[config.mk]
export PLATFORM = sky130hd
export DESIGN_NAME = sequential_unary_reduce
export DESIGN_NICKNAME = d
export VERILOG_FILES = /design/src/rtl/sequential_unary_reduce_pkg.sv /design/src/rtl/sequential_unary_reduce_fold.sv /design/src/rtl/sequential_unary_reduce.sv
export SDC_FILE = /design/constraint.sdc
export NUM_CORES = 1
export LEC_CHECK = 0
export BUFFER_PORTS_ARGS = -buffer_cell sky130_fd_sc_hd__buf_2
export CAP_MARGIN = 30
export CORE_MARGIN = 4
export CORE_UTILIZATION = 41
export CTS_CLUSTER_DIAMETER = 80
export CTS_CLUSTER_SIZE = 16
export DETAILED_ROUTE_END_ITERATION = 16
export GPL_TIMING_DRIVEN = 0
export SLEW_MARGIN = 20
export SYNTH_ARGS = -nofsm -noshare
export SYNTH_HDL_FRONTEND = slang
export SYNTH_HIERARCHICAL = 1
export SYNTH_SLANG_ARGS = --single-unit
[constraint.sdc]
create_clock -name clk -period 2.43 [get_ports clk]
set_clock_uncertainty 0.2 [all_clocks]
set_input_delay 0.486 -clock clk [delete_from_list [all_inputs] [get_ports clk]]
set_output_delay 0.486 -clock clk [all_outputs]
set_load 0.02 [all_outputs]
[src/rtl/sequential_unary_reduce_pkg.sv]
// Shared types and helpers for the multi-cycle unary reduction engine.
// Operation encoding, FSM states and the accumulator seed live here.
package sequential_unary_reduce_pkg;

    typedef enum logic [1:0] {
        OP_AND  = 2'b00,
        OP_OR   = 2'b01,
        OP_XOR  = 2'b10,
        OP_XNOR = 2'b11
    } op_e;

    typedef enum logic [1:0] {
        S_IDLE = 2'b00,
        S_BUSY = 2'b01,
        S_DONE = 2'b10
    } state_e;

    // AND starts from the identity 1; OR/XOR/XNOR start from 0
    function automatic logic init_acc(input op_e op_i);
        logic seed_s;
        case (op_i)
            OP_AND:  seed_s = 1'b1;
            OP_OR:   seed_s = 1'b0;
            OP_XOR:  seed_s = 1'b0;
            OP_XNOR: seed_s = 1'b0;
            default: seed_s = 1'b0;
        endcase
        return seed_s;
    endfunction

endpackage

[src/rtl/sequential_unary_reduce_fold.sv]
// Combinational fold of one W-bit chunk into the running accumulator.
// Flags early termination when the AND/OR result can no longer change.
module unary_chunk_fold
    import sequential_unary_reduce_pkg::*;
#(
    parameter int W = 8
) (
    input  op_e          op,
    input  logic [W-1:0] chunk,
    input  logic         acc,
    output logic         acc_next,
    output logic         early
);

    // Select the reduction for the active op and derive the early-exit flag
    always_comb begin
        acc_next = acc;
        early    = 1'b0;
        case (op)
            OP_AND: begin
                acc_next = acc & (&chunk);
                early    = ~acc_next;
            end
            OP_OR: begin
                acc_next = acc | (|chunk);
                early    = acc_next;
            end
            OP_XOR: begin
                acc_next = acc ^ (^chunk);
                early    = 1'b0;
            end
            OP_XNOR: begin
                acc_next = acc ^ (^chunk);
                early    = 1'b0;
            end
            default: begin
                acc_next = acc;
                early    = 1'b0;
            end
        endcase
    end

endmodule

[src/rtl/sequential_unary_reduce.sv]
// Multi-cycle AND/OR/XOR/XNOR reduction of an N-bit operand, W bits per cycle,
// with valid/ready handshakes on both the operand and the result side.
module sequential_unary_reduce
    import sequential_unary_reduce_pkg::*;
#(
    parameter int N = 32,
    parameter int W = 8
) (
    input  logic                 clk,
    input  logic                 rst,
    input  logic                 in_valid,
    output logic                 in_ready,
    input  logic [N-1:0]         a,
    input  logic [1:0]           op,
    output logic                 out_valid,
    input  logic                 out_ready,
    output logic                 c,
    output logic [$clog2(N/W):0] chunks
);

    localparam int NCHUNK = N / W;
    localparam int CW     = $clog2(NCHUNK) + 1;

    generate
        if ((N % W) != 0 || W < 1 || W > N) begin : g_bad_width
            $error("sequential_unary_reduce: N must be a positive multiple of W");
        end
    endgenerate

    state_e        state_r;
    state_e        state_s;
    logic [N-1:0]  sr_r;
    op_e           op_r;
    logic          acc_r;
    logic [CW-1:0] cnt_r;
    logic          c_r;
    logic [CW-1:0] chunks_r;
    logic          acc_next_s;
    logic          early_s;
    logic          last_s;
    logic          accept_s;
    logic          finish_s;

    unary_chunk_fold #(.W(W)) u_fold (
        .op       (op_r),
        .chunk    (sr_r[W-1:0]),
        .acc      (acc_r),
        .acc_next (acc_next_s),
        .early    (early_s)
    );

    assign in_ready  = (state_r == S_IDLE) && !rst;
    assign out_valid = (state_r == S_DONE);
    assign c         = c_r;
    assign chunks    = chunks_r;
    assign accept_s  = in_valid && in_ready;
    assign last_s    = ((cnt_r + CW'(1)) == CW'(NCHUNK));
    assign finish_s  = last_s || early_s;

    // Next-state logic for the accept / fold / hold-result sequence
    always_comb begin
        state_s = state_r;
        case (state_r)
            S_IDLE: begin
                if (accept_s) begin
                    state_s = S_BUSY;
                end else begin
                    state_s = S_IDLE;
                end
            end
            S_BUSY: begin
                if (finish_s) begin
                    state_s = S_DONE;
                end else begin
                    state_s = S_BUSY;
                end
            end
            S_DONE: begin
                if (out_ready) begin
                    state_s = S_IDLE;
                end else begin
                    state_s = S_DONE;
                end
            end
            default: state_s = S_IDLE;
        endcase
    end

    // State register
    always_ff @(posedge clk) begin
        if (rst) begin
            state_r <= S_IDLE;
        end else begin
            state_r <= state_s;
        end
    end

    // Operand capture, per-cycle fold and result latching on the final fold
    always_ff @(posedge clk) begin
        if (rst) begin
            sr_r     <= '0;
            op_r     <= OP_AND;
            acc_r    <= 1'b0;
            cnt_r    <= '0;
            c_r      <= 1'b0;
            chunks_r <= '0;
        end else begin
            case (state_r)
                S_IDLE: begin
                    if (accept_s) begin
                        sr_r  <= a;
                        op_r  <= op_e'(op);
                        acc_r <= init_acc(op_e'(op));
                        cnt_r <= '0;
                    end
                end
                S_BUSY: begin
                    acc_r <= acc_next_s;
                    sr_r  <= sr_r >> W;
                    cnt_r <= cnt_r + CW'(1);
                    if (finish_s) begin
                        c_r      <= (op_r == OP_XNOR) ? ~acc_next_s : acc_next_s;
                        chunks_r <= cnt_r + CW'(1);
                    end
                end
                default: begin
                    sr_r <= sr_r;
                end
            endcase
        end
    end

endmodule
Word-level counts from Yosys, hierarchy flattened

Cells that the tools add are included.

Input port bits: 38
Flip-flop bits (word level): 44
Logic and storage cells: 53

Multiplexer cells: 14
$add $sub $neg: 1
Bitwise gates (word level): 5
Equal/unequal tests: 10
Reduce and logical (&&, ||, !) cells: 16

Operators by type and width:

| cell                                                                   | count |
|---|---|
| 32-bit case mux with 2 select lines                                    | 1 |
| 32-bit 2-to-1 mux                                                      | 1 |
| 2-bit equality test (second input constant)                            | 5 |
| 8-bit AND reduction                                                    | 1 |
| 8-bit OR reduction                                                     | 1 |
| 8-bit parity                                                           | 1 |
| 2-bit by 1-bit equality test with 1-bit output (second input constant) | 3 |
| 2-bit zero test                                                        | 3 |
| 1-bit case mux with 3 select lines                                     | 2 |
| 2-bit case mux with 3 select lines                                     | 1 |
| 3-bit case mux with 2 select lines                                     | 1 |
| 2-bit AND reduction                                                    | 3 |
| 2-bit 2-to-1 mux                                                       | 2 |
| 1-bit case mux with 2 select lines                                     | 2 |
| 3-bit by 1-bit adder with 3-bit output (second input constant)         | 1 |
| 3-bit equality test (second input constant)                            | 1 |
| 1-bit 2-to-1 mux                                                       | 3 |
| 3-bit 2-to-1 mux                                                       | 1 |
| 3-bit OR reduction                                                     | 1 |
| 1-bit logical AND                                                      | 2 |
| 2-bit inequality test (second input constant)                          | 1 |
| 1-bit inverter                                                         | 2 |
| 2-bit nonzero test                                                     | 1 |
| 2-bit OR reduction                                                     | 1 |
| 5 further kinds                                                        | 5 |

Logic depth before layout (Yosys ltp)

Gate-level depths: netlist of the first run.

Word-level depth: 7
Mapped depth: 7
Gate-level depth less buffers: 7

Cells and area by module

The synthesis of the first run kept the hierarchy.

By module, submodules not included:

| module                  | times used | area an instance (um^2) | cells an instance |
|---|---|---|---|
| sequential_unary_reduce | 1          | 2,093.3                 | 255 |
| unary_chunk_fold        | 1          | 241.5                   | 25 |

Least setup slack after synthesis of the first run

No wires, ideal clock.

Path type: input to output
From: input rst
To: output in_ready
Slack: 0.409 ns
Stages on the path: 3
Arrival: 1.335 ns
Cells stage by stage: clkbuf_1 clkbuf_1 nor3_1

Word-level cells in the longest chain between the ends: 2

Ends and longest elaborated chain:

| what              | RTL line                      | source |
|---|---|---|
| start, declared   | sequential_unary_reduce.sv:10 | `input logic rst,` |
| 1-bit zero test   | sequential_unary_reduce.sv:52 | `assign in_ready = (state_r == S_IDLE) && !rst;` |
| 1-bit logical AND | sequential_unary_reduce.sv:52 |  |
| end, declared     | sequential_unary_reduce.sv:12 | `output logic in_ready,` |

Every way passes these cells.

Final worst setup path of the first run

Ends and elaborated chain as after synthesis.

==> results of run 1 <==
## state kept, by name, summed over array words and instances (netlist names)
name and cells:
sr_r 32, chunks 3, cnt_r 3, op_r 2, state_r 2, acc_r 1
c 1
## cell usage in the layout, fill, tap and decap left out, types with 11 or more instances in the layout
cell | netlist | final
nor2_1 | 30 | 30
buf_2 | 9 | 51
dfxtp_1 | 44 | 44
clkbuf_1 | 9 | 11
nand2b_1 | 26 | 26
nand2_1 | 21 | 21
nor3_1 | 26 | 26
a21oi_1 | 38 | 38
or3b_1 | 24 | 24
## cell type report
| class | instances | area (um^2) | area share (%) |
|---|---|---|---|
| plain buffers | 21 | 105 | 3.86 |
| flip-flops and latches | 44 | 881 | 32.3 |
| inverters | 10 | 37.5 | 1.38 |
| repair buffers | 42 | 210 | 7.71 |
| multi-input cells | 205 | 1310 | 48.1 |
| well taps | 72 | 90.1 | 3.31 |
| clock buffers | 8 | 90.1 | 3.31 |
## worst min-delay path, cell delays in order
cell and delay (ns):
buf_2 0.09, nand2_1 0.04, a21oi_1 0.05
## worst paths after layout
kind	start	to	cells past startpoint
max reg2reg	sr_r[2]	c	7
min reg2reg	sr_r[25]	sr_r[25]	2
max	rst	in_ready	5
min	a[26]	sr_r[26]	3
## power by group through the flow
stage                     logic (mW)  clock network, mW  registers [mW]
after global placement         0.398                  0           0.834
after CTS                      0.404              0.478           0.819
after detailed placement       0.402                  0           0.836
after floorplan                0.298                  0           0.832
final                          0.398              0.472           0.818
after global routing           0.451              0.509           0.828
## kinds of logic after synthesis
logic type | after synthesis | synth area share (%)
xor gates and xnor gates | 4 | 2.95
muxes | 2 | 0.857
AOI/OAI and AO/OA | 52 | 13.1
and+or+nand+nor | 137 | 33.9
adders and majority gates | 10 | 5.36
DFF | 44 | 37.7
buffers and inverters | 31 | 6.11
## per-layer routing
metal,vias to the layer above,GRT usage (%)
li1,1047,-
met1,939,19.4
met2,40,27.8
met3,2,4.15
met4,0,3.36
met5,-,0
## per-stage QoR
step | instance area (um^2) | instances | setup slack [ns] | power, mW
after floorplan | 2330 | 280 | 0.409 | 1.13
after global placement | 2640 | 394 | 0.0750 | 1.23
after detailed placement | 2640 | 394 | 0.101 | 1.24
after CTS | 2730 | 402 | 0.0964 | 1.70
after global routing | 2730 | 402 | 0.00225 | 1.79
final | 2730 | 402 | 0.128 | 1.69
==> impl_metrics.toml, run 1 <==
[clock_tree]
numCtsBuffers = 5
hold_buffers = 0
htree_levels = 2
tritoncts = "built"
cts.sinks = 44
clk_path_buf_depth = 2
cts_setup_buffers = 0
clkLatencyLatePin_ns = 0.29
clk_pin_slew_worst_paths_ns = 0.08
post_cts_resized = 0
root_buffer = "clkbuf_8"

[worst_setup_path]
crit_required_ns = 1.74
regToRegSetupSlack_ns = 0.37
cpPeakStageDelay_ns = 0.39
worst_path_max_delay_cell = "clkbuf_1"
cp_top_family = "buffers and inverters"
worst_ep_arrival_time_ns = 1.62
worstSetupPathType = "in -> out"
path_buf_inv = 4
crit_chain = "buf_2, clkbuf_1, clkbuf_1, nor3_1, buf_2"
critPathMaxFanout = 10
cp-end-kind = "output pin"
critPathLaunchType = "primary input"

[detailed_routing]
wl_met1_um = 2330
drcViolationCount = 0
via_count = 2028
postRouteAntennaNets = 0
met3_length_um = 240
drt-initial-drc-count = 78
dr.max_layer_used = "met4"
viasPerCell = 5.04
drt_pass1_iterations = 4
drt_wl_total_um = 5260
wl_met2_um = 2650
wire_per_inst_um = 13.1

[grt]
grt_overflow = 0
antenna_found_initial = 0
grt_pass1_vias = 2039
grt_max_degree = 13
grt_pass1_wl_um = 9160
track_usage_pct = 15.8

[synthesis]
ys.flop_type = "dfxtp_1"
yosysWarnings = 6
ys_async_sr_fraction_pct = 0
synthTopCellsByCount = "44 x dfxtp_1, 38 x a21oi_1, 30 x nor2_1"
synth_area_um2 = 2330
synth.most_common_cell = "dfxtp_1"
syn_inst = 280
yosysSeqAreaShare_pct = 37.7
synth.avg_cell_area_um2 = 8.34
synth.distinct_cells = 35
synth-edff-count = 0
synth.net_count = 328
ys_ff_latch = 44
synth.largest_area_cell = "dfxtp_1"
yosys-top-cells-area = "dfxtp_1 38%, or3b_1 9.0%, a21oi_1 8.1%, nand2b_1 7.0%, nor3_1 5.6%"
synth_top_area_share_pct = 37.7

[sta]
fmax_mhz = 434
rsz0062_at_grt = "no"
whs_ns = 0.227
slew_viol_final = 0
fin_crit_ns = 2.30
worst_pin_slew_ns = 0.576
min_period_over_period_pct = 94.7
setup_tns_ns = 0
hold_viol = 0
setup_viol_count_final = 0
maxSlewHeadroom_pct = 61.4

[floorplan]
rows = 27
start_util_pct = 42.4
die_y_um = 83.5
dieArea_um2 = 6970
core-area_um2 = 5510
fp.dieW_um = 83.5
ios = 44

[pwr]
p_seq_share_pct = 48.5
ir_worst_vdd_mv = 0.411
combPwrFrac_pct = 23.6
internal_power_mw = 1.21
leakagePower_nw = 1.15
power_frac_clock_pct = 28.0
switchingPower_mw = 0.477
pwr_density_cell_nw_per_um2 = 619
p_sw_share_pct = 28.2

[final_layout]
final_util_pct = 49.5
drive_gt1_share_pct = 20.0
area_growth_pct = 16.7
n_fill_cell = 566
num_antenna_cells = 0
final_nets = 377

[place]
hpwl_um = 4030
portBuffers = 42
gp_congestion = 0.775

[worst_hold_path]
hp-class = "in -> reg"

[run]
drv_cap = 0

[status]
outcome = "complete, no violations"
Power figures use the tool's default switching activity.
==> run 2, diff against run 1 <==
--- a/config.mk
+++ b/config.mk
@@ -13,6 +13,7 @@
 export CTS_CLUSTER_SIZE = 16
 export DETAILED_ROUTE_END_ITERATION = 16
 export GPL_TIMING_DRIVEN = 0
+export PLACE_DENSITY_LB_ADDON = 0.08
 export SLEW_MARGIN = 20
 export SYNTH_ARGS = -nofsm -noshare
 export SYNTH_HDL_FRONTEND = slang
==> impl_metrics.toml, run 2 (synthesized netlist as in run 1, its figures left out) <==
[detailed_routing]
drt-initial-drc-count = 58
viasPerCell = 4.90
wire_per_inst_um = 12.9
drt_wl_total_um = 5180
drcViolationCount = 0
via_count = 1968
postRouteAntennaNets = 0
drt_pass1_iterations = 4

[floorplan]
rows = 27
fp.dieW_um = 83.5
dieArea_um2 = 6970
ios = 44
die_y_um = 83.5
core-area_um2 = 5510
start_util_pct = 42.4

[sta]
worst_pin_slew_ns = 0.622
maxSlewHeadroom_pct = 58.3
setup_viol_count_final = 0
fin_crit_ns = 2.20
setup_tns_ns = 0
hold_viol = 0
fmax_mhz = 455
setup_slack_ns = 0.232
min_period_over_period_pct = 90.5
slew_viol_final = 0
rsz0062_at_grt = "no"

[final_layout]
largest_reg_flops = 32
drive_gt1_share_pct = 20.3
layout_common_cells = "51 x buf_2, 44 x dfxtp_1, 38 x a21oi_1, 30 x nor2_1"
area_growth_pct = 16.8
final_common_cell = "buf_2"
regMostFlops = "sr_r"
final_util_pct = 49.5
num_antenna_cells = 0
stdcell_count = 402
final_nets = 377

[clock_tree]
clk_path_buf_depth = 2
cts.sinks = 44
root_buffer = "clkbuf_8"
numCtsBuffers = 5
clk_pin_slew_worst_paths_ns = 0.08
htree_levels = 2
cts_setup_buffers = 0
hold_buffers = 0
tritoncts = "built"
clkLatencyLatePin_ns = 0.30
post_cts_resized = 0

[worst_setup_path]
cp_top_family = "buffers and inverters"
regToRegSetupSlack_ns = 0.38
critPathLaunchType = "primary input"
cpMostUsedCell = "buf_2"
worst_path_max_delay_cell = "clkbuf_1"
worst_ep_arrival_time_ns = 1.51
cpPeakStageDelay_ns = 0.34
r2r_cells = 7
crit_required_ns = 1.74
path_buf_inv = 4
worstReg2RegEnd = "c"
reg2reg_from = "sr_r[0]"
cp-end-kind = "output pin"
worstSetupPathType = "in -> out"
critPathMaxFanout = 10
crit_chain = "buf_2, clkbuf_1, clkbuf_2, nor3_1, buf_2"

[place]
gp_congestion = 0.770
pre_cts_ws_ns = 0.0467
dp_cells = 394
portBuffers = 42
hpwl_um = 3980

[worst_hold_path]
hp-class = "in -> reg"
min_from = "a[26]"
whs_path_depth = 3
holdPathEnd = "sr_r[26]"

[grt]
grt_pass1_vias = 1948
track_usage_pct = 16.0
antenna_found_initial = 0
grt_max_degree = 13
grt_overflow = 0
grt_pass1_wl_um = 9100

[run]
drv_cap = 0

[pwr]
leakagePower_nw = 1.15
ir_worst_vdd_mv = 0.275
pwr_density_cell_nw_per_um2 = 622
finalPower_mw = 1.70

[status]
outcome = "complete, no violations"
## run 2: cell counts in the layout (fill, tap and decap cells not counted)
No cell type changed its count.
## run 2: how the worst max path moves through the flow
stage                     to  cells past startpoint        from  slack (ns)
floorplan           in_ready                      3         rst        0.41
global placement    in_ready                      5         rst        0.06
detailed placement  in_ready                      5         rst        0.05
CTS                 in_ready                      5         rst        0.03
global route        in_ready                      4  state_r[1]        0.12
finish              in_ready                      5         rst        0.23
## run 2: final cells by class
type,count,area [um^2]
clock buffers,8,90.1
inverters,10,37.5
repair buffers,42,210
well taps,72,90.1
flip-flops and latches,44,881
fillers,571,2780
multi-input cells,205,1310
plain buffers,21,106
## run 2: through the flow
stage | cell area (um^2) | hold slack [ns]
after global placement | 2640 | 0.241
final | 2730 | 0.216
after global routing | 2730 | 0.214
after CTS | 2730 | 0.211
after floorplan | 2330 | 0.231
after detailed placement | 2640 | 0.243
## run 2: per-layer routing
layer  vias up  global-route usage [%]  routed length [um]
li1       1044                       -                   -
met1       879                    21.1                2500
met2        41                    25.4                2400
met3         4                    4.34                 221
met4         0                    5.12                  53
met5         -                       0                   0
## run 2: power by group
group          leakage, nW  internal [mW]  switching (mW)  total, mW
combinational        0.742          0.196           0.199      0.395
clock               0.0455          0.232           0.250      0.483
sequential           0.362          0.782          0.0356      0.818
## run 2: worst register-to-register path, stage by stage, from the launching register on
cell	delay, ns
dfxtp_1	0.37
inv_1	0.05
ha_1	0.32
xnor3_2	0.37
xnor2_1	0.13
a2bb2oi_1	0.21
xor2_1	0.11
a211oi_1	0.22
==> run 3, diff against run 2 <==
--- a/config.mk
+++ b/config.mk
@@ -8,12 +8,13 @@
 export BUFFER_PORTS_ARGS = -buffer_cell sky130_fd_sc_hd__buf_2
 export CAP_MARGIN = 30
 export CORE_MARGIN = 4
-export CORE_UTILIZATION = 41
+export CORE_UTILIZATION = 55
 export CTS_CLUSTER_DIAMETER = 80
 export CTS_CLUSTER_SIZE = 16
 export DETAILED_ROUTE_END_ITERATION = 16
 export GPL_TIMING_DRIVEN = 0
 export PLACE_DENSITY_LB_ADDON = 0.08
+export RECOVER_POWER = 25
 export SLEW_MARGIN = 20
 export SYNTH_ARGS = -nofsm -noshare
 export SYNTH_HDL_FRONTEND = slang
==> constraint.sdc (replaced) <==
create_clock -name clk -period 2.43 [get_ports clk]
set_clock_uncertainty 0.2 [all_clocks]
set_input_delay 0.1215 -clock clk [delete_from_list [all_inputs] [get_ports clk]]
set_output_delay 0.1215 -clock clk [all_outputs]
set_load 0.02 [all_outputs]
==> impl_metrics.toml, run 3 (synthesized netlist as in run 1, its figures left out) <==
[status]
outcome = "complete, no violations"

[sta]
slew_viol_final = 0
whs_ns = 0.0258
setup_tns_ns = 0
hold_viol = 0
min_period_over_period_pct = 85.3
fmax_mhz = 483
maxSlewHeadroom_pct = 59.5
setup_viol_count_final = 0
fin_crit_ns = 2.07
worst_pin_slew_ns = 0.605
rsz0062_at_grt = "no"

[floorplan]
ios = 44
rows = 23
start_util_pct = 57.5
dieArea_um2 = 5350
die_y_um = 73.2
core-area_um2 = 4060
fp.dieW_um = 73.2

[detailed_routing]
drt-initial-drc-count = 79
drt_wl_total_um = 5050
wire_per_inst_um = 12.9
drcViolationCount = 0
via_count = 2034
postRouteAntennaNets = 0
viasPerCell = 5.20
drt_pass1_iterations = 4

[final_layout]
final_nets = 388
n_fill_cell = 351
final_common_cell = "buf_2"
num_antenna_cells = 0
regMostFlops = "sr_r"
area_growth_pct = 19.6
layout_common_cells = "45 x buf_2, 44 x dfxtp_1, 38 x a21oi_1, 30 x nor2_1"
drive_gt1_share_pct = 17.0
largest_reg_flops = 32

[grt]
grt_use_met3_pct = 3.31
grtUsageMet2_pct = 36.2
track_usage_pct = 20.9
grt_max_degree = 13
grt_pass1_wl_um = 8660
antenna_found_initial = 0
grtUsageMet1_pct = 25.7
grt-busiest-layer = "met2"
grt_overflow = 0
grt_pass1_vias = 1939

[pwr]
leakagePower_nw = 1.17
pwr_density_cell_nw_per_um2 = 607
finalPower_mw = 1.69
ir_worst_vdd_mv = 0.353

[worst_setup_path]
cp-end-kind = "register"
worst_path_max_delay_cell = "xnor3_2"
critPathMaxFanout = 3
crit_required_ns = 2.45
worstSetupPathType = "reg -> reg"
critPathLaunchType = "register"
crit_chain = "inv_1, ha_1, xnor3_2, xnor2_1, a2bb2oi_1, xor2_1, a211oi_1"
worst_ep_arrival_time_ns = 2.09
cpPeakStageDelay_ns = 0.42

[clock_tree]
clk_path_buf_depth = 2
numCtsBuffers = 5
root_buffer = "clkbuf_8"
htree_levels = 2
clk_pin_slew_worst_paths_ns = 0.08
hold_buffers = 11
clkLatencyLatePin_ns = 0.30
post_cts_resized = 0
cts_setup_buffers = 0
cts.sinks = 44
tritoncts = "built"

[run]
drv_cap = 0

[place]
hpwl_um = 3780
portBuffers = 42
gp_congestion = 0.790

[worst_hold_path]
hp-class = "in -> reg"
[run 3: cell count changes in the layout (fill, tap and decap cells not counted)]
cell,delta
dlygate4sd3_1,+11
clkbuf_1,+8
buf_2,-6
buf_6,-1
clkbuf_2,-1
o21ba_1,+1
o21ba_2,-1
[run 3: final timing paths]
kind         startpoint  endpoint  slack, ns  depth (start not counted)
max             sr_r[2]         c       0.36                          7
max reg2reg     sr_r[2]         c       0.36                          7
min reg2reg    sr_r[30]  sr_r[30]       0.25                          2
min               a[19]  sr_r[19]       0.03                          4
[run 3: report_power, final]
| part | internal [mW] | switching [mW] |
|---|---|---|
| Sequential | 0.783 | 0.0362 |
| Combinational | 0.203 | 0.201 |
| Clock | 0.232 | 0.240 |
[run 3: critical path, delay by kind of cell (launching register included)]
family	cells	cell delay, ns
buffers and inverters	1	0.05
xor gates and xnor gates	3	0.66
AOI/OAI and AO/OA	2	0.44
DFF	1	0.36
adders and majority gates	1	0.29
[run 3: layout make-up]
type                       instances  area (um^2)  area share (%)
clock buffer                       8         90.1            3.23
sequential                        44          881            31.5
timing repair buffer              53          315            11.3
multi-input combinational        205         1310            47.0
inverter                          10         37.5            1.34
buffer                            21         95.1            3.41
tap                               50         62.6            2.24
[run 3: metal layers]
metal  up-vias  routed length (um)
li1       1072                   -
met1       916                2330
met2        39                2450
met3         7                 188
met4         0                  85
met5         -                   0
[run 3: metrics by stage]
step	instance area (um^2)	std cells	util (%)	setup WS, ns
floorplan	2330	280	-	0.519
detailed placement	2610	372	64.3	0.367
global placement	2610	372	64.3	0.373
finish	2790	391	68.8	0.358
global route	2790	391	68.8	0.182
CTS	2810	391	69.2	0.338
